File: src/rtl/syn_fifo_lvl.sv
// Single-clock FIFO with fill level, almost flags and sticky errors.
// Read port is either registered (FWFT=0) or first-word-fall-through.
module syn_fifo_lvl #(
  parameter int D_BITS = 8,
  parameter int A_BITS = 4,
  parameter int FWFT   = 0,
  parameter int AF_LVL = 14,
  parameter int AE_LVL = 2
) (
  input  logic              clk,
  input  logic              rst,
  input  logic [D_BITS-1:0] w_data,
  input  logic              w_inc,
  input  logic              r_inc,
  input  logic              err_clr,
  output logic [D_BITS-1:0] r_data,
  output logic              w_full,
  output logic              r_empty,
  output logic              w_afull,
  output logic              r_aempty,
  output logic [A_BITS:0]   level,
  output logic              w_ovf,
  output logic              r_udf
);

  localparam int DEPTH = 1 << A_BITS;
  localparam logic [A_BITS:0] ONE  = (A_BITS+1)'(1);
  localparam logic [A_BITS:0] DPTH = (A_BITS+1)'(DEPTH);
  localparam logic [A_BITS:0] AF_L = (A_BITS+1)'(AF_LVL);
  localparam logic [A_BITS:0] AE_L = (A_BITS+1)'(AE_LVL);

  logic [D_BITS-1:0] mem [DEPTH];

  logic [A_BITS:0] wr_ptr_q, rd_ptr_q;
  logic [A_BITS:0] lvl_q, lvl_d;
  logic            full_q, empty_q;
  logic            afull_q, aempty_q;
  logic            ovf_q, udf_q;
  logic            ovf_d, udf_d;
  logic            wr_en, rd_en;

  assign wr_en = w_inc & ~full_q;
  assign rd_en = r_inc & ~empty_q;

  always_comb begin
    lvl_d = lvl_q;
    unique case ({wr_en, rd_en})
      2'b10:   lvl_d = lvl_q + ONE;
      2'b01:   lvl_d = lvl_q - ONE;
      default: lvl_d = lvl_q;
    endcase
  end

  // set has priority over clear
  assign ovf_d = (w_inc & full_q) | (ovf_q & ~err_clr);
  assign udf_d = (r_inc & empty_q) | (udf_q & ~err_clr);

  always_ff @(posedge clk) begin
    if (rst) begin
      wr_ptr_q <= '0;
      rd_ptr_q <= '0;
      lvl_q    <= '0;
      full_q   <= 1'b0;
      empty_q  <= 1'b1;
      afull_q  <= 1'b0;
      aempty_q <= 1'b1;
      ovf_q    <= 1'b0;
      udf_q    <= 1'b0;
    end else begin
      if (wr_en) wr_ptr_q <= wr_ptr_q + ONE;
      if (rd_en) rd_ptr_q <= rd_ptr_q + ONE;
      lvl_q    <= lvl_d;
      full_q   <= (lvl_d == DPTH);
      empty_q  <= (lvl_d == '0);
      afull_q  <= (lvl_d >= AF_L);
      aempty_q <= (lvl_d <= AE_L);
      ovf_q    <= ovf_d;
      udf_q    <= udf_d;
    end
  end

  always_ff @(posedge clk) begin
    if (!rst && wr_en) mem[wr_ptr_q[A_BITS-1:0]] <= w_data;
  end

  generate
    if (FWFT != 0) begin : g_fwft
      assign r_data = mem[rd_ptr_q[A_BITS-1:0]];
    end else begin : g_std
      logic [D_BITS-1:0] rdata_q;
      always_ff @(posedge clk) begin
        if (rst) rdata_q <= '0;
        else if (rd_en) rdata_q <= mem[rd_ptr_q[A_BITS-1:0]];
      end
      assign r_data = rdata_q;
    end
  endgenerate

  assign w_full   = full_q;
  assign r_empty  = empty_q;
  assign w_afull  = afull_q;
  assign r_aempty = aempty_q;
  assign level    = lvl_q;
  assign w_ovf    = ovf_q;
  assign r_udf    = udf_q;

endmodule

File: config.mk
export PLATFORM = sky130hd
export DESIGN_NAME = syn_fifo_lvl
export DESIGN_NICKNAME = d
export VERILOG_FILES = /design/src/rtl/syn_fifo_lvl.sv
export SDC_FILE = /design/constraint.sdc
export NUM_CORES = 1
export LEC_CHECK = 0
export ABC_AREA = 1
export BUFFER_PORTS_ARGS = -buffer_cell sky130_fd_sc_hd__buf_2
export CAP_MARGIN = 20
export CORE_MARGIN = 2
export CORE_UTILIZATION = 53
export CTS_CLUSTER_SIZE = 24
export DETAILED_ROUTE_END_ITERATION = 7
export HOLD_SLACK_MARGIN = 0.03
export PLACE_DENSITY = 0.77
export SYNTH_ARGS = -nofsm -noshare
export SYNTH_HDL_FRONTEND = slang
export SYNTH_SLANG_ARGS = --single-unit
File: constraint.sdc
create_clock -name clk -period 1.9 [get_ports clk]
set_clock_uncertainty 0.15 [all_clocks]
set_input_delay 0.19 -clock clk [delete_from_list [all_inputs] [get_ports clk]]
set_output_delay 0.19 -clock clk [all_outputs]
set_load 0.02 [all_outputs]
======== Yosys cells after proc, flatten, opt, wreduce, memory -nomap -nowiden ========
Memory sizes are Yosys's and may differ from the RTL's. A register that Yosys moved wholly into a read port is not among the register bits.
Cells that the tools add are included.
cells by class
  add/subtract/negate cells ............... 4
  order comparisons ....................... 2
  eq/ne operators ......................... 3
  mux-type cells .......................... 3
  bitwise operators ....................... 11
  reduce and logical (&&, ||, !) cells .... 3
operators by type and width
  operator                                                                           count
  5-bit by 1-bit adder with 5-bit output (second input constant)                     3
  5-bit one-hot mux with 2 select lines                                              1
  1-bit AND                                                                          6
  5-bit equality test (second input constant)                                        1
  5-bit by 4-bit >= comparator with 1-bit output (second input constant)             1
  5-bit by 2-bit less-or-equal comparator with 1-bit output (second input constant)  1
  5-bit logical NOT                                                                  1
  5-bit by 1-bit subtractor with 5-bit output (second input constant)                1
  1-bit NOT                                                                          3
  2-bit by 1-bit equality test with 1-bit output (second input constant)             1
  2-bit equality test (second input constant)                                        1
  1-bit two-way mux                                                                  2
  1-bit OR                                                                           2
  1-bit logical AND                                                                  1
  1-bit logical NOT                                                                  1
word-level totals
  register bits after elaboration ......... 21
  memory bits (writable) .................. 128
  input port bits ......................... 13
  output and inout port bits .............. 19
  logic and storage cells ................. 36
  memories kept ........................... 1
memory list
  memory  words  bits a word  rd ports  clocked after memory_dff  write ports  RTL line  text
  mem     16     8            1         1                         1            32        logic [D_BITS-1:0] mem [DEPTH];

======== Depth between registers and ports, before layout ========
Gate-level depths: netlist (run 1).
  depth after elaboration ................. 5
  depth in mapped cells ................... 15
  depth with buffers taken out ............ 15

======== Worst setup path after synthesis (run 1) ========
No wires, ideal clock.
  path kind ............................... register -> register
  from .................................... register empty_q (netlist: r_empty)
  to ...................................... register aempty_q (netlist: r_aempty)
  setup time .............................. 111 ps
  arrival time ............................ 1814 ps
  required time ........................... 1639 ps
  setup slack ............................. -175 ps
  cell stages (with the launch flop) ...... 13
  buffers on the path ..................... 1
  clock period less this slack ............ 2075 ps
  cell sequence ........................... dfxtp_1 > nor2_8 > buf_1 > ha_1 > nand2_1 > nand2_1 > nand3_2 > nand2_1 > nand3_1 > nand2_1 > inv_2 > nor2_4 > nor2_2
between the ends
  cells in the longest elaborated chain, start to end .. 5
  elaborated cells between the ends (all ways) .. 6
  classes of those cells .................. 1 x order compare; 2 x eq/ne; 1 x mux; 2 x bitwise
RTL lines
  item                                                                                          RTL line  text
  start, declared                                                                               36        logic full_q, empty_q;
  start signal, assigned                                                                        74        empty_q <= (lvl_d == '0);
  1-bit NOT (*)                                                                                 43        assign rd_en = r_inc & ~empty_q;
  1-bit AND (*)                                                                                 43
  2-bit by 1-bit equality test with 1-bit output / 2-bit equality test (equally long branches)  47        unique case ({wr_en, rd_en})
  5-bit one-hot mux with 2 select lines (*)                                                     47
  5-bit by 2-bit less-or-equal comparator with 1-bit output (*)                                 76        aempty_q <= (lvl_d <= AE_L);
  end signal, assigned                                                                          76
  end, declared                                                                                 37        logic afull_q, aempty_q;
Mark *: on every way between the ends. The rest lies on a longest branch, timed or not.
A chain may end at the register's enable or synchronous reset.

==> impl_metrics.tcl, run 1 <==
set metrics [dict create \
    cellLeakagePower_nw 2.80 \
    antenna_found_initial 0 \
    critPathKind "flip-flop to flip-flop" \
    numPortBuffers 31 \
    syn_nets 574 \
    synth_area_sq_mm 0.00638 \
    path_cells "inv_2, buf_12, o21ai_0, o221ai_1, nand3_1, o211ai_1, nand2_1, inv_1" \
    drc_errors 0 \
    worst_path_max_delay_cell "dfxtp_2" \
    num_antenna_cells 0 \
    fin_crit_sh 0.974 \
    finalCriticalPeriod_ns 1.85 \
    path_clk_slew_ns 0.06 \
    required_ns 2.12 \
    synth_ff_type "edfxtp_1" \
    power-per-cell-area_mw_per_mm2 1100 \
    start_kind "flip-flop" \
    cp-end-kind "flip-flop" \
    finish.cell_count_without_fillers 781 \
    setup_viol 0 \
    p_sw_mw 2.14 \
    place_inst 734 \
    fp-row-count 40 \
    vias 4429 \
    track_usage 0.235 \
    async_flop_share 0 \
    p_int_mw 6.23 \
    whs_ns 0.0336 \
    yosys_warnings 0 \
    fp.dieArea_sq_mm 0.0129 \
    postRouteAntennaNets 0 \
    slew_violations 0 \
    design_area_sq_mm 0.00763 \
    ys_ff_latch 155 \
    viasPerCell 5.67 \
    grt_pass1_wl_um 22500 \
    clkPwrFrac 0.397 \
    cts_buffers 17 \
    cts_sinks 155 \
    nFillCells 850 \
    p_seq_frac 0.459 \
    pwr-share-comb 0.144 \
    drt_first_pass_iters 5 \
    hold_violations 0 \
    setup_tns_ns 0 \
    place_area_sq_mm 0.00687 \
    yosysTopAreaCell "edfxtp_1" \
    clockBufferDepth 2 \
    syn_avg_cell_area_sq_um 11.5 \
    dpl.hpwl_um 9200 \
    rsz0062_at_grt "yes" \
    synth.distinct_cells 32 \
    clk_latency_ns 0.42 \
    relSlewSlack 0.753 \
    vdd_ir_drop_max_uv 586 \
    seq_area_sq_mm 0.00439 \
    syn_inst 554 \
    place_congestion 0.893 \
    multi_input_area_sq_mm 0.00177 \
    p_sw_frac 0.255 \
    drive_above_1_share 0.207 \
    holdPathEnd "mem[10][4]" \
    grt_overflow 0 \
    worstPathMaxFanout 41 \
    min_path_type "primary input to flip-flop" \
    grt_max_degree 42 \
    worst_pin_slew_ns 0.370 \
    drt_iter0_markers 443 \
    synthTopCellsByArea "edfxtp_1 (60%), dfxtp_1 (8.5%), nor2_1 (6.1%)" \
    die_h_um 114 \
    core_sq_mm 0.0119 \
    wl_per_cell_um 18.6 \
    critPathMaxStageDelay_ns 0.34 \
    cts_tree "yes" \
    rrSetupSlack_ns 0.05 \
    outcome "finished clean" \
    hp-start "w_data[4]" \
    fin_nets 641 \
    reg2reg_to "r_data[1]" \
    synthDominantCellAreaShare 0.602 \
    r2r_start "rd_ptr_q[0]" \
    wl_um 14500 \
    first_global_vias 4314 \
    h-tree-depth 4 \
    maxCapViolCount 0 \
    crit_arrival_ns 2.07 \
    area_growth_pct 19.6 \
    synth_edf_count 128 \
    ios 32 \
    max_freq_mhz 540 \
    yosysSeqAreaShare 0.687 \
    start_util 0.538 \
    hold_depth 1 \
    worst_r2r_path_depth 8 \
    die_x_um 114 \
    root_buffer "clkbuf_16" \
]
==> cells by family (layout without fill, tap and decap cells) <==
family / Yosys count / in the layout / synth area share
xor+xnor: 1 / 1 / 0.00137
buf+inv: 62 / 142 / 0.0418
simple gates: 202 / 202 / 0.140
fa+ha+maj: 7 / 7 / 0.0137
flops: 155 / 155 / 0.687
compound gates: 127 / 127 / 0.117
==> metal layers <==
| metal | track usage | vias up | wire length [um] |
|---|---|---|---|
| met1 | 0.301 | 2130 | 5890 |
| met4 | 0.114 | 0 | 416 |
| met5 | 0 | - | 0 |
| met2 | 0.385 | 151 | 7350 |
| li1 | - | 2114 | - |
| met3 | 0.0478 | 34 | 835 |
==> Yosys cell counts, drive strengths merged, types with 7 or more instances <==
cell	count
edfxtp	128
nand2	57
clkbuf	7
ha	7
inv	31
o211ai	8
o22ai	16
nand3	23
o221ai	16
buf	22
o21ai	76
dfxtp	27
nor3	12
a21oi	8
nor2	106
==> cell type report <==
cell class	instances	share of cell area
repair buffers	77	0.0759
well taps	147	0.0241
clock inverters	13	0.0197
inverters	33	0.0162
clock buffers	19	0.0567
multi-input cells	337	0.232
flip-flops and latches	155	0.575
==> sequential cells by signal, indices dropped and copies added, names as in the netlist <==
| register | flops |
|---|---|
| mem | 128 |
| r_data | 8 |
| level | 5 |
| rd_ptr_q | 4 |
| wr_ptr_q | 4 |
| r_aempty | 1 |
| r_empty | 1 |
| r_udf | 1 |
| w_afull | 1 |
| w_full | 1 |
| w_ovf | 1 |
==> how the worst max path moves through the flow <==
stage                 from    endpoint  slack [ns]  depth (start not counted)
3_3_place_gp        w_full    r_aempty        0.07                         14
3_5_place_dp        w_full    r_aempty        0.04                         14
4_1_cts             w_full    r_aempty        0.01                         14
6_report       rd_ptr_q[0]   r_data[1]        0.05                          8
2_1_floorplan       w_full  mem[15][0]       -0.01                          5
5_1_grt             w_full    r_aempty       -0.03                         14
==> what timing repair did <==
| item | 4_1_cts | 5_1_grt |
|---|---|---|
| hold endpoints to repair | 58 | 0 |
| hold buffers | 10 | 0 |
| setup buffers | 0 | 5 |
| setup endpoints to repair | 0 | 5 |
| gates resized for setup | 0 | 18 |
==> critical path, delay by kind of cell (launching register included) <==
kind | cells | cell delay [ns]
compound gates | 3 | 0.62
flops | 1 | 0.34
simple gates | 2 | 0.30
buf+inv | 3 | 0.38
==> per-stage QoR <==
step | setup slack [ns] | power, mW | utilization
after floorplan | -0.0116 | 4.64 | -
after global routing | -0.0320 | 8.67 | 0.643
final | 0.0485 | 8.36 | 0.643
after global placement | 0.0668 | 5.00 | 0.579
after CTS | 0.0108 | 8.34 | 0.636
after detailed placement | 0.0381 | 5.03 | 0.579
==> cells in the final DEF (no fill, tap or decap), types with 12 or more instances in the layout <==
cell	synthesis	routed
dfxtp_1	27	24
nor3_1	12	12
o22ai_1	16	16
o21ai_1	14	14
nor2_1	103	101
edfxtp_1	128	128
nand2_1	50	43
o21ai_0	62	61
nand3_1	19	18
clkbuf_16	0	17
inv_1	27	25
buf_4	5	31
o221ai_1	16	16
buf_2	12	31
==> power groups by stage <==
stage / combinational [mW] / sequential (mW) / clock [mW]
2_1_floorplan: 0.657 / 3.98 / 0
3_3_place_gp: 1.10 / 3.91 / 0
3_5_place_dp: 1.12 / 3.91 / 0
4_1_cts: 1.15 / 3.84 / 3.36
5_1_grt: 1.33 / 3.85 / 3.49
6_report: 1.20 / 3.84 / 3.32
(Power assumes the default switching activity.)
==> run 2: changes to the inputs <==
==> constraint.sdc (replaced) <==
create_clock -name clk -period 1.6 [get_ports clk]
set_clock_uncertainty 0.15 [all_clocks]
set_input_delay 0.16 -clock clk [delete_from_list [all_inputs] [get_ports clk]]
set_output_delay 0.16 -clock clk [all_outputs]
set_load 0.02 [all_outputs]
==> run 2 against run 1 <==
  * The run now ends with negative setup slack left
  * Sequential cell count unchanged
  * Clock power grew 43%
  * Via count is 22% higher
  * Register-to-register slack worse by 0.49 ns
  * Critical path type unchanged
  * Utilization rose by 12 points
  * Fmax decreased by 9.4%
  * Critical endpoint is now r_empty
  * Highest routed layer unchanged
==> impl_metrics.tcl, run 2 (synthesis results as in run 1) <==
set metrics [dict create \
    slew_violations 0 \
    area_growth_pct 41.0 \
    worst_pin_slew_ns 0.516 \
    drive_above_1_share 0.439 \
    clk_latency_ns 0.44 \
    p_sw_mw 3.27 \
    die_h_um 114 \
    wl_um 22000 \
    grt_overflow 0 \
    whs_ns 0.0394 \
    min_path_type "primary input to flip-flop" \
    place_inst 752 \
    multi_input_area_sq_mm 0.00245 \
    track_usage 0.302 \
    dpl.hpwl_um 9600 \
    hold_depth 1 \
    first_global_vias 5123 \
    fp.dieArea_sq_mm 0.0129 \
    fin_nets 675 \
    cp-end-kind "flip-flop" \
    seq_area_sq_mm 0.00440 \
    die_x_um 114 \
    place_congestion 0.908 \
    numPortBuffers 31 \
    fin_ws_ns -0.443 \
    relSlewSlack 0.655 \
    max_freq_mhz 490 \
    drt_iter0_markers 761 \
    finalCriticalPeriod_ns 2.04 \
    outcome "complete, but fails checks" \
    ios 32 \
    drt_first_pass_iters 6 \
    grt_pass1_wl_um 28600 \
    cts_tree "yes" \
    clockBufferDepth 2 \
    setup_viol 141 \
    viasPerCell 6.64 \
    h-tree-depth 4 \
    power-per-cell-area_mw_per_mm2 1310 \
    vdd_ir_drop_max_uv 1130 \
    final_cell_mix "edfxtp_1 (128), nor2_1 (66), nand2_1 (36)" \
    finish.cell_count_without_fillers 814 \
    power_mw 11.8 \
    maxCapViolCount 0 \
    p_sw_frac 0.277 \
    start_kind "flip-flop" \
    setup_tns_ns -11.94 \
    final_common_cell "edfxtp_1" \
    pwr-share-comb 0.207 \
    grt_max_degree 21 \
    path_clk_slew_ns 0.06 \
    root_buffer "clkbuf_16" \
    critPathKind "flip-flop to flip-flop" \
    cellLeakagePower_nw 3.28 \
    place_ws_ns -0.183 \
    required_ns 1.75 \
    violations "negative setup slack" \
    clkPwrFrac 0.403 \
    p_int_mw 8.52 \
    fin_util 0.759 \
    largest_register_ffs 128 \
    core_sq_mm 0.0119 \
    design_area_sq_mm 0.00900 \
    rsz0062_at_grt "yes" \
    drc_errors 0 \
    worstPathMaxFanout 4 \
    hold_violations 0 \
    vias 5403 \
    nFillCells 604 \
    cts_sinks 155 \
    fp-row-count 40 \
    fin_crit_sh 1.28 \
    wl_per_cell_um 27.0 \
    num_antenna_cells 0 \
    worst_r2r_path_depth 11 \
    start_util 0.538 \
    place_area_sq_mm 0.00707 \
    cts_buffers 17 \
    p_seq_frac 0.390 \
    postRouteAntennaNets 0 \
    crit_arrival_ns 2.19 \
    antenna_found_initial 0 \
]
## run 2: cell types whose count changed in the layout (fill, tap and decap cells not counted), sizes merged
| cell | delta |
|---|---|
| buf | +33 |
| clkinvlp | -4 |
| clkinv | +1 |
| clkbuf | -1 |
| bufinv | +4 |
## run 2: area by class of cell
type,instances,area share
Tap cell,147,0.0204
Sequential cell,155,0.489
Timing Repair Buffer,111,0.126
Multi-Input combinational cell,337,0.273
Clock buffer,17,0.0473
Inverter,33,0.0154
Clock inverter,14,0.0296
## run 2: power groups by stage
stage               Sequential, mW  Combinational [mW]  Clock (mW)
global placement              4.64                1.44           0
floorplan                     4.73               0.805           0
detailed placement            4.65                1.48           0
global route                  4.60                2.52        4.92
finish                        4.60                2.45        4.75
CTS                           4.58                2.00        4.69
## run 2: routing by layer
| metal | global-route usage | share of wire |
|---|---|---|
| met5 | 0 | 0 |
| met4 | 0.172 | 0.069 |
| met3 | 0.0707 | 0.11 |
| met2 | 0.493 | 0.49 |
| met1 | 0.373 | 0.33 |
## run 2: what timing repair did
action	4_1_cts	5_1_grt
setup buffers	10	6
hold buffers	10	0
endpoints found under the setup margin	141	140
pin swaps	54	69
gates resized for setup	138	123
hold endpoints to repair	105	0
cloned	9	1
## run 2: final timing paths
kind                                start          to  slack [ns]
worst max-delay path              r_empty     r_empty       -0.44
worst max register to register    r_empty     r_empty       -0.44
worst min-delay path            w_data[2]  mem[15][2]        0.04
worst min register to register      w_ovf       w_ovf        0.33
## run 2: worst max-delay path: stages (launching register included)
cell     delay (ns)
dfxtp_4        0.37
nor2_8         0.14
nand2_4        0.07
buf_4          0.17
nand2_2        0.16
nand2_4        0.12
nand3_4        0.12
nand3_1        0.14
nand3_2        0.14
nand2_2        0.10
nand3_1        0.14
nand2_1        0.09
==> run 3: changes to the inputs <==
--- a/config.mk
+++ b/config.mk
@@ -13,7 +13,8 @@
 export CTS_CLUSTER_SIZE = 24
 export DETAILED_ROUTE_END_ITERATION = 7
 export HOLD_SLACK_MARGIN = 0.03
-export PLACE_DENSITY = 0.77
+export PLACE_DENSITY = 0.73
+export SETUP_SLACK_MARGIN = 0.02
 export SYNTH_ARGS = -nofsm -noshare
 export SYNTH_HDL_FRONTEND = slang
 export SYNTH_SLANG_ARGS = --single-unit
==> run 3 against run 2 <==
  * The flow still finishes with violations (negative setup slack)
  * Sequential power about the same
  * Combinational power shrank 7%
  * Highest routed layer unchanged
  * Clock power is 21% lower
  * Critical path depth grew 2
  * Die area stayed put
  * Cell count unchanged
  * Global-route usage is 3.5 points lower
  * Clock-buffer cell count increased by 3
  * First-iteration DRC count shrank 32%
  * Worst hold slack improved by 0.23 ns
==> impl_metrics.tcl, run 3 (synthesis results as in run 1) <==
set metrics [dict create \
    worst_pin_slew_ns 0.424 \
    drc_errors 0 \
    worst_path_most_repeated_cell "nand2_4" \
    setup_tns_ns -15.20 \
    place_congestion 0.914 \
    power_mw 10.6 \
    multi_input_area_sq_mm 0.00247 \
    postRouteAntennaNets 0 \
    num_antenna_cells 0 \
    grt_overflow 0 \
    path_cells "nor2_8, nand2_4, nand2_4, nand2_4, ha_4, inv_4, nand2_4, nand3_2, nand2_2, nand4_1, nand2_2, nor2_4, nor2_2" \
    p_sw_mw 2.92 \
    drt_first_pass_iters 6 \
    track_usage 0.267 \
    die_x_um 114 \
    required_ns 1.78 \
    cp-end-kind "flip-flop" \
    violations "negative setup slack" \
    start_util 0.538 \
    clk_latency_ns 0.43 \
    p_seq_frac 0.433 \
    viasPerCell 6.01 \
    antenna_found_initial 0 \
    clkPwrFrac 0.353 \
    cellLeakagePower_nw 3.28 \
    fin_ws_ns -0.279 \
    cts_tree "yes" \
    relSlewSlack 0.716 \
    cts_buffers 17 \
    cts_sinks 155 \
    fp-row-count 40 \
    seq_area_sq_mm 0.00440 \
    slew_violations 0 \
    crit_arrival_ns 2.06 \
    die_h_um 114 \
    worstPathMaxFanout 3 \
    core_sq_mm 0.0119 \
    rsz0062_at_grt "yes" \
    first_global_vias 4589 \
    h-tree-depth 4 \
    critPathMaxStageDelay_ns 0.36 \
    wl_um 18200 \
    path_clk_slew_ns 0.06 \
    critPathBufInv 1 \
    largest_register_ffs 128 \
    worst_path_max_delay_cell "dfxtp_4" \
    nFillCells 659 \
    critPathKind "flip-flop to flip-flop" \
    fp.dieArea_sq_mm 0.0129 \
    cp_top_family "simple AND/OR/NAND/NOR gates" \
    clockBufferDepth 2 \
    numPortBuffers 31 \
    root_buffer "clkbuf_16" \
    final_cell_mix "edfxtp_1 (128), nor2_1 (73), o21ai_1 (37)" \
    ios 32 \
    dpl.hpwl_um 9860 \
    power-per-cell-area_mw_per_mm2 1170 \
    wl_per_cell_um 22.3 \
    p_sw_frac 0.276 \
    grt_max_degree 25 \
    min_path_type "primary input to flip-flop" \
    drive_above_1_share 0.417 \
    maxCapViolCount 0 \
    max_freq_mhz 532 \
    pwr-share-comb 0.214 \
    start_kind "flip-flop" \
    fin_nets 674 \
    hold_violations 0 \
    final_common_cell "edfxtp_1" \
    outcome "complete, but fails checks" \
    finalCriticalPeriod_ns 1.88 \
    vias 4891 \
    setup_viol 144 \
    area_growth_pct 41.3 \
    vdd_ir_drop_max_uv 1090 \
    fin_crit_sh 1.17 \
    grt_pass1_wl_um 25200 \
    drt_iter0_markers 520 \
    p_int_mw 7.67 \
]
## run 3: layout make-up
cell class	instances	area share
clock buffers	20	0.0484
well taps	147	0.0204
repair buffers	110	0.142
inverters	33	0.0165
multi-input cells	337	0.274
clock inverters	12	0.0117
flip-flops and latches	155	0.488
## run 3: tightest hold or removal path, stage by stage
cell     delay, ns
buf_2         0.12
nand2_4       0.11
buf_12        0.13
buf_4         0.11
buf_4         0.10
a21oi_1       0.06
## run 3: stage by stage
stage                util  cells  cell area (sq um)  worst slack (ns)  hold WS, ns
global placement    0.621    750               7360            -0.109        0.276
detailed placement  0.621    750               7360            -0.137        0.283
floorplan               -    554               6550            -0.146        0.109
finish              0.761    814               9020            -0.279        0.272
CTS                 0.705    802               8370            -0.103        0.223
global route        0.761    814               9020            -0.334        0.273
## run 3: final timing paths
check,slack [ns],from,depth (start not counted),to
setup reg to reg,-0.28,r_empty,13,r_aempty
hold reg to reg,0.32,w_ovf,2,w_ovf
hold / removal,0.27,w_inc,6,wr_ptr_q[1]
setup / recovery,-0.28,r_empty,13,r_aempty
## run 3: timing repair
action                                  CTS  global route
resized for setup                        71           147
buffers inserted                          5             9
endpoints found under the hold margin   129             0
hold buffers                             12             0
cloned                                    3             4
endpoints found under the setup margin  143           148
pin swaps                                26            68
## run 3: power groups by stage
stage,registers [mW],logic (mW),clock network (mW)
final,4.59,2.27,3.74
after global routing,4.59,2.40,3.94
after detailed placement,4.64,1.50,0
after CTS,4.57,1.76,3.74
after floorplan,4.73,0.831,0
after global placement,4.64,1.47,0
## run 3: metal layers
metal  track usage  part of all wire  up-vias
met3        0.0526             0.066       58
li1              -                 -     2204
met5             0                 0        -
met2         0.438              0.52      259
met4         0.124             0.036        0
met1         0.347              0.38     2370
